**src/rtl/set_max_delay.sv**
```systemverilog
// set_max_delay: max-delay benchmark netlist.
// u1 deserialises port1 into a word and hands it to u2 over a four-phase
// req/ack handshake. u2 runs the word through a long combinational
// rotate/increment chain and registers the result on port2.
// Optional build macro: SET_MAX_DELAY_PIPE_EN splits the u2 chain with a
// register at its midpoint, so every response arrives one cycle later.

// u1: serial-to-parallel launcher with four-phase request side
module set_max_delay_launch #(
  parameter int unsigned WIDTH = 8
) (
  input  logic             i_clk,
  input  logic             i_rst,
  input  logic             i_bit,
  input  logic             i_bit_en,
  input  logic             i_ack,
  output logic             o_rdy_c,
  output logic [WIDTH-1:0] o_data,
  output logic             o_req
);

  localparam int unsigned CNT_W = (WIDTH > 2) ? $clog2(WIDTH) : 1;

  typedef enum logic [1:0] {
    S_SHIFT        = 2'd0,
    S_REQ          = 2'd1,
    S_WAIT_ACK_LOW = 2'd2
  } state_t;

  state_t             r_state;
  logic [WIDTH-1:0]   r_sr;
  logic [CNT_W-1:0]   r_cnt;
  logic               r_req;

  // Ready is a pure decode of the state register
  assign o_rdy_c = (r_state == S_SHIFT);
  assign o_data  = r_sr;
  assign o_req   = r_req;

  // Shift bits in MSB first, then hold the word while the handshake runs
  always_ff @(posedge i_clk or posedge i_rst) begin
    if (i_rst) begin
      r_state <= S_SHIFT;
      r_sr    <= '0;
      r_cnt   <= '0;
      r_req   <= 1'b0;
    end else begin
      case (r_state)
        S_SHIFT: begin
          if (i_bit_en) begin
            r_sr <= {r_sr[WIDTH-2:0], i_bit};
            if (r_cnt == CNT_W'(WIDTH - 1)) begin
              r_cnt   <= '0;
              r_req   <= 1'b1;
              r_state <= S_REQ;
            end else begin
              r_cnt <= r_cnt + CNT_W'(1);
            end
          end
        end
        S_REQ: begin
          if (i_ack) begin
            r_req   <= 1'b0;
            r_state <= S_WAIT_ACK_LOW;
          end
        end
        S_WAIT_ACK_LOW: begin
          if (!i_ack) begin
            r_state <= S_SHIFT;
          end
        end
        default: begin
          r_state <= S_SHIFT;
          r_req   <= 1'b0;
        end
      endcase
    end
  end

endmodule

// u2: mixing-chain responder with four-phase acknowledge side
module set_max_delay_capture #(
  parameter int unsigned WIDTH       = 8,
  parameter int unsigned CHAIN_DEPTH = 4
) (
  input  logic             i_clk,
  input  logic             i_rst,
  input  logic [WIDTH-1:0] i_data,
  input  logic             i_req,
  output logic             o_ack,
  output logic [WIDTH-1:0] o_result,
  output logic             o_valid
);

  localparam int unsigned HALF = CHAIN_DEPTH / 2;

  typedef enum logic [1:0] {
    S_IDLE = 2'd0,
    S_CALC = 2'd1,
    S_ACK  = 2'd2
  } state_t;

  state_t           r_state;
  logic [WIDTH-1:0] w_mid;
  logic [WIDTH-1:0] w_tail_in;
  logic [WIDTH-1:0] w_res;

  // One mixing stage: rotate left by one, then add one (carry dropped)
  function automatic logic [WIDTH-1:0] f_stage(input logic [WIDTH-1:0] x);
    return {x[WIDTH-2:0], x[WIDTH-1]} + WIDTH'(1);
  endfunction

  // First half of the chain, straight from the launched word
  always_comb begin
    w_mid = i_data;
    for (int unsigned i = 0; i < HALF; i++) begin
      w_mid = f_stage(w_mid);
    end
  end

`ifdef SET_MAX_DELAY_PIPE_EN
  logic [WIDTH-1:0] r_half;
  assign w_tail_in = r_half;
`else
  assign w_tail_in = w_mid;
`endif

  // Second half of the chain, fed by the midpoint (registered or not)
  always_comb begin
    w_res = w_tail_in;
    for (int unsigned i = HALF; i < CHAIN_DEPTH; i++) begin
      w_res = f_stage(w_res);
    end
  end

  // Responder: capture on request, pulse valid once, release ack after req drops
  always_ff @(posedge i_clk or posedge i_rst) begin
    if (i_rst) begin
      r_state  <= S_IDLE;
      o_ack    <= 1'b0;
      o_result <= '0;
      o_valid  <= 1'b0;
`ifdef SET_MAX_DELAY_PIPE_EN
      r_half   <= '0;
`endif
    end else begin
      o_valid <= 1'b0;
      case (r_state)
        S_IDLE: begin
          if (i_req) begin
`ifdef SET_MAX_DELAY_PIPE_EN
            r_half  <= w_mid;
            r_state <= S_CALC;
`else
            o_result <= w_res;
            o_valid  <= 1'b1;
            o_ack    <= 1'b1;
            r_state  <= S_ACK;
`endif
          end
        end
`ifdef SET_MAX_DELAY_PIPE_EN
        S_CALC: begin
          o_result <= w_res;
          o_valid  <= 1'b1;
          o_ack    <= 1'b1;
          r_state  <= S_ACK;
        end
`endif
        S_ACK: begin
          if (!i_req) begin
            o_ack   <= 1'b0;
            r_state <= S_IDLE;
          end
        end
        default: begin
          o_ack   <= 1'b0;
          r_state <= S_IDLE;
        end
      endcase
    end
  end

endmodule

// Top: u1 launch -> u2 capture, through-object nets named for the constraints
module set_max_delay #(
  parameter int unsigned WIDTH       = 8,
  parameter int unsigned CHAIN_DEPTH = 4
) (
  input  logic             clk1,
  input  logic             rst,
  input  logic             port1,
  input  logic             port1_en,
  output logic             port1_rdy,
  output logic [WIDTH-1:0] port2,
  output logic             port2_valid
);

  logic [WIDTH-1:0] net1_data;
  logic             net1_req;
  logic             net2_ack;

  set_max_delay_launch #(
    .WIDTH (WIDTH)
  ) u1 (
    .i_clk    (clk1),
    .i_rst    (rst),
    .i_bit    (port1),
    .i_bit_en (port1_en),
    .i_ack    (net2_ack),
    .o_rdy_c  (port1_rdy),
    .o_data   (net1_data),
    .o_req    (net1_req)
  );

  set_max_delay_capture #(
    .WIDTH       (WIDTH),
    .CHAIN_DEPTH (CHAIN_DEPTH)
  ) u2 (
    .i_clk    (clk1),
    .i_rst    (rst),
    .i_data   (net1_data),
    .i_req    (net1_req),
    .o_ack    (net2_ack),
    .o_result (port2),
    .o_valid  (port2_valid)
  );

endmodule

```
**config.mk**
```make
export PLATFORM = sky130hd
export DESIGN_NAME = set_max_delay
export DESIGN_NICKNAME = d
export VERILOG_FILES = /design/src/rtl/set_max_delay.sv
export SDC_FILE = /design/constraint.sdc
export NUM_CORES = 1
export LEC_CHECK = 0
export BUFFER_PORTS_ARGS = -buffer_cell sky130_fd_sc_hd__buf_2
export CAP_MARGIN = 10
export CORE_ASPECT_RATIO = 1.4
export CORE_MARGIN = 3
export CORE_UTILIZATION = 58
export CTS_CLUSTER_SIZE = 20
export DETAILED_ROUTE_END_ITERATION = 8
export PLACE_DENSITY = 0.78
export RECOVER_POWER = 50
export SKIP_CTS_REPAIR_TIMING = 1
export SLEW_MARGIN = 20
export SYNTH_ARGS = -nofsm -noshare
export SYNTH_HDL_FRONTEND = slang
export SYNTH_HIERARCHICAL = 1
export SYNTH_SLANG_ARGS = --single-unit
```
**constraint.sdc**
```tcl
create_clock -name clk1 -period 4.4 [get_ports clk1]
set_clock_uncertainty 0.05 [all_clocks]
set_input_delay 0.66 -clock clk1 [delete_from_list [all_inputs] [get_ports clk1]]
set_output_delay 0.66 -clock clk1 [all_outputs]
set_load 0.01 [all_outputs]
```
==> PnR_summary.wiki <==
{| class="wikitable"
! Metric !! Value
|-
| Top fanout value on the critical path || 12
|-
| Cells taking the most area after synthesis || sky130_fd_sc_hd__dfrtp_1 (37%), sky130_fd_sc_hd__mux2_2 (9.6%), sky130_fd_sc_hd__xnor2_1 (6.4%), sky130_fd_sc_hd__ha_1 (6.1%), sky130_fd_sc_hd__xor2_1 (3.2%)
|-
| Worst slew slack as a fraction of its limit || between 40% and 50%
|-
| Mapped Cells || 162
|-
| CTS Sinks || 24
|-
| Vias || roughly 1,200
|-
| Starting DRC count in detailed routing || 44
|-
| Number of synthesized flops with an enable pin || 0
|-
| Clock latency reported for the late side of the worst-skew pair || around 310 ps
|-
| Die Footprint || 3520 µm²
|-
| Arithmetic-cell share of the synthesized area counting full adders, half adders and majority gates || around 6%
|-
| Pwr Density || 223 nW/µm²
|-
| Count of antenna diodes in the layout || 0
|-
| Core Area || 2670 µm²
|-
| Antenna violations before repair || 0
|-
| Final weighted congestion of routability-driven global placement || 0.911
|-
| Portion of netlist area occupied by mux cells || 10.5%
|-
| Number of vias per cell after detailed routing || ~6.0
|-
| Period minus WS final || roughly 3800 ps
|-
| Number of buffers on the longest clock path || 2
|-
| Area share of the largest cell type after synthesis || 36.5%
|-
| Number of CTS-inserted buffers || 3
|-
| Startpoint of the worst-slack reg-to-reg timing path || u1/o_data[7]$_DFFE_PP0P_
|-
| Arrival @ worst endpoint || 3990 ps
|-
| Slew at the pin with the worst max-slew slack || 778 ps
|-
| Most frequent cell after synthesis || sky130_fd_sc_hd__dfrtp_1
|-
| Post-synthesis cell area || 1650 µm²
|-
| Fraction of final layout cells with drive strength greater than 1 || 25.4%
|-
| Flop-to-flop setup slack || 570 ps
|-
| Syn_area_per_cell || 10.2 µm²
|-
| Maximum VDD drop || ~0.26 mV
|-
| Run status || completed
|-
| Floorplan die height || 69.0 µm
|-
| Xor and xnor area share after synthesis || 9.58%
|-
| Critical R2R Capture || u2/o_result[7]$_DFFE_PP0P_
|-
| RSZ-0062 raised after global routing || no
|-
| Highest attainable clock frequency || roughly 260 MHz
|-
| Part of the cycle the worst path needs || between 80 and 90%
|-
| Buffer cell driving the clock tree root || sky130_fd_sc_hd__clkbuf_4
|-
| Register clock-pin slew on the reported worst setup and hold paths || 130 ps
|-
| Type of origin of the critical path || flip-flop
|-
| Std-Cell Rows || 22
|-
| Placed Cells || about 210
|-
| Effective utilization at floorplan || 61.6%
|-
| Critical Path End Type || flip-flop
|-
| Post-route DRC || 0
|-
| Simple-gate share of the synthesized area || 19.2%
|-
| Worst hold path class || in -> async
|-
| Setup TNS || 0 ps
|-
| Async set or reset register ratio after synthesis || 100%
|-
| Worst reg-to-reg path cell count || 15
|-
| Leakage power total || 0.000812 µW
|-
| Buffers & Inverters on Critical Path || 1
|-
| Overall routed net length || 2890 µm
|-
| Dominant synthesized flop cell || sky130_fd_sc_hd__dfrtp_1
|-
| Top cell type by total area after synthesis || sky130_fd_sc_hd__dfrtp_1
|-
| Required time of the critical path || 4570 ps
|-
| Ordered cell list for the critical path || ha_1 -> nand2_1 -> o32ai_1 -> nand2_1 -> xnor2_1 -> inv_1 -> ha_1 -> nand2b_1 -> nor2_1 -> a211oi_1 -> a211oi_1 -> xnor2_1 -> nand4b_1 -> or3_1 -> a31o_1
|-
| WL per Instance || between 10 and 15 µm
|-
| Post-route ant nets || 0
|-
| Overall track demand over capacity in global routing || 17.9%
|-
| Post-layout utilization of the core || 65.7%
|-
| Count of state elements after synthesis || 24
|-
| Die W || 51.0 µm
|-
| I/O pin total || 14
|-
| Layout overhead on the synthesized area || 6.62%
|-
| Net count after synthesis || 174
|-
| H-tree Lvls || 1
|-
| Type of the setup path with the least slack || reg -> reg
|-
| Wire length of the first global-routing pass || 5050 µm
|-
| Final number of hold-violating endpoints || 0
|-
| Final HPWL DP || 2200 µm
|-
| Worst path depth || 15
|-
| Compound-Gate Fraction of Synth Area || between 10 and 15%
|-
| Buffers added on ports || 13
|-
| Maximum number of pins on one net before global-route repair || 15
|-
| Slowest cell on the critical path || sky130_fd_sc_hd__dfrtp_1
|-
| Number of nets in the layout || ~190
|-
| Slowest stage delay, CP || ~600 ps
|-
| Clock tree from TritonCTS || built
|-
| Max-slew violation count || 0
|-
| DRT Pass-1 Iters || 4
|-
| Post-Layout Cell Count || 209
|-
| Sequential area share after synthesis || between 30% and 40%
|-
| Ranking of synthesized cells by instance count || sky130_fd_sc_hd__dfrtp_1 (24), sky130_fd_sc_hd__mux2_2 (14), sky130_fd_sc_hd__nand2_1 (13)
|-
| Final setup violation count || 0
|-
| Total congestion overflow after global routing || 0
|-
| Worst path top cell family by delay || simple AND/OR/NAND/NOR gates
|-
| Distinct cell type count after synthesis || between 50 and 60
|-
| Ys Warns || 6
|-
| Max_cap viols || 0
|-
| Via count of the first global-routing pass || 1,155
|-
| Largest family of logic cells by synthesized area || simple AND/OR/NAND/NOR gates
|}
-- cell type report --
| class | count | area [µm²] |
|---|---|---|
| Multi-Input combinational cell | 123 | 958 |
| Fill cell | 216 | 916 |
| Sequential cell | 24 | 601 |
| Timing Repair Buffer | 13 | 63.8 |
| Tap cell | 36 | 45.0 |
| Inverter | 9 | 33.8 |
| Clock inverter | 1 | 30.0 |
| Clock buffer | 3 | 22.5 |
-- worst register-to-register path: stages (launching register included) --
cell	delay, ps
sky130_fd_sc_hd__dfrtp_1	600
sky130_fd_sc_hd__ha_1	380
sky130_fd_sc_hd__nand2_1	130
sky130_fd_sc_hd__o32ai_1	420
sky130_fd_sc_hd__nand2_1	180
sky130_fd_sc_hd__xnor2_1	220
sky130_fd_sc_hd__inv_1	70
sky130_fd_sc_hd__ha_1	200
sky130_fd_sc_hd__nand2b_1	140
sky130_fd_sc_hd__nor2_1	50
sky130_fd_sc_hd__a211oi_1	230
sky130_fd_sc_hd__a211oi_1	90
sky130_fd_sc_hd__xnor2_1	270
sky130_fd_sc_hd__nand4b_1	140
sky130_fd_sc_hd__or3_1	360
sky130_fd_sc_hd__a31o_1	220
-- metal layers --
layer	up-vias	GRT usage (%)	share of wire, %
met5	-	0	0
li1	606	-	-
met3	10	2.59	3.9
met4	0	8.08	2.8
met1	591	22.7	41
met2	37	29.4	52
-- placed cells by master, fill, tap and decap left out, types with 2 or more instances in the layout --
cell type,instances
sky130_fd_sc_hd__inv_1,9
sky130_fd_sc_hd__or3_1,2
sky130_fd_sc_hd__xnor2_1,12
sky130_fd_sc_hd__a211oi_1,2
sky130_fd_sc_hd__nand3_1,6
sky130_fd_sc_hd__nor2b_1,2
sky130_fd_sc_hd__o21ai_0,5
sky130_fd_sc_hd__nand2_1,13
sky130_fd_sc_hd__nand2b_1,2
sky130_fd_sc_hd__buf_2,12
sky130_fd_sc_hd__clkbuf_4,3
sky130_fd_sc_hd__nand4b_1,2
sky130_fd_sc_hd__dfrtp_1,24
sky130_fd_sc_hd__ha_1,8
sky130_fd_sc_hd__mux2_2,14
sky130_fd_sc_hd__nor2_1,9
sky130_fd_sc_hd__and2_2,2
sky130_fd_sc_hd__a21oi_1,4
sky130_fd_sc_hd__xor2_1,6
sky130_fd_sc_hd__nor3_1,3
sky130_fd_sc_hd__a31oi_1,3
-- report_power, final --
part           total, µW  switching, µW  leakage (µW)  internal [µW]
Clock                156           64.3     0.0000279           92.0
Sequential           222           1.35      0.000329            221
Combinational       12.5           8.76      0.000455           3.70
Total                391           74.4      0.000812            317
-- cells by family (layout without fill, tap and decap cells) --
logic type	after synthesis	after routing
flops	24	24
compound gates	28	28
buf+inv	15	26
mux	15	15
fa+ha+maj	8	8
simple gates	54	54
xor+xnor	18	18
-- metrics by stage --
step           total power (µW)  area, µm²  hold WS (ps)  setup WS [ps]
2_1_floorplan               235       1650           412            989
3_5_place_dp                239       1700           442            587
4_1_cts                     396       1760           257            569
6_report                    391       1750           235            573
3_3_place_gp                239       1700           431            742
5_1_grt                     405       1750           254            229
-- registers in the layout, summed over array words and instances, names as in the netlist --
register and cells:
u1/o_data 8, u1/o_req 1, u1/r_cnt 3, u1/r_state 2, u2/o_result 8, u2/o_valid 1, u2/r_state 1
-- worst max path at each step --
stage                             startpoint                    endpoint  slack, ps
floorplan           u1/o_data[2]$_DFFE_PP0P_  u2/o_result[7]$_DFFE_PP0P_        990
detailed placement  u1/o_data[2]$_DFFE_PP0P_  u2/o_result[7]$_DFFE_PP0P_        590
CTS                 u1/o_data[2]$_DFFE_PP0P_  u2/o_result[7]$_DFFE_PP0P_        570
global placement    u1/o_data[2]$_DFFE_PP0P_  u2/o_result[7]$_DFFE_PP0P_        740
finish              u1/o_data[7]$_DFFE_PP0P_  u2/o_result[7]$_DFFE_PP0P_        570
global route        u1/o_data[7]$_DFFE_PP0P_  u2/o_result[7]$_DFFE_PP0P_        230
(Power assumes the default switching activity.)
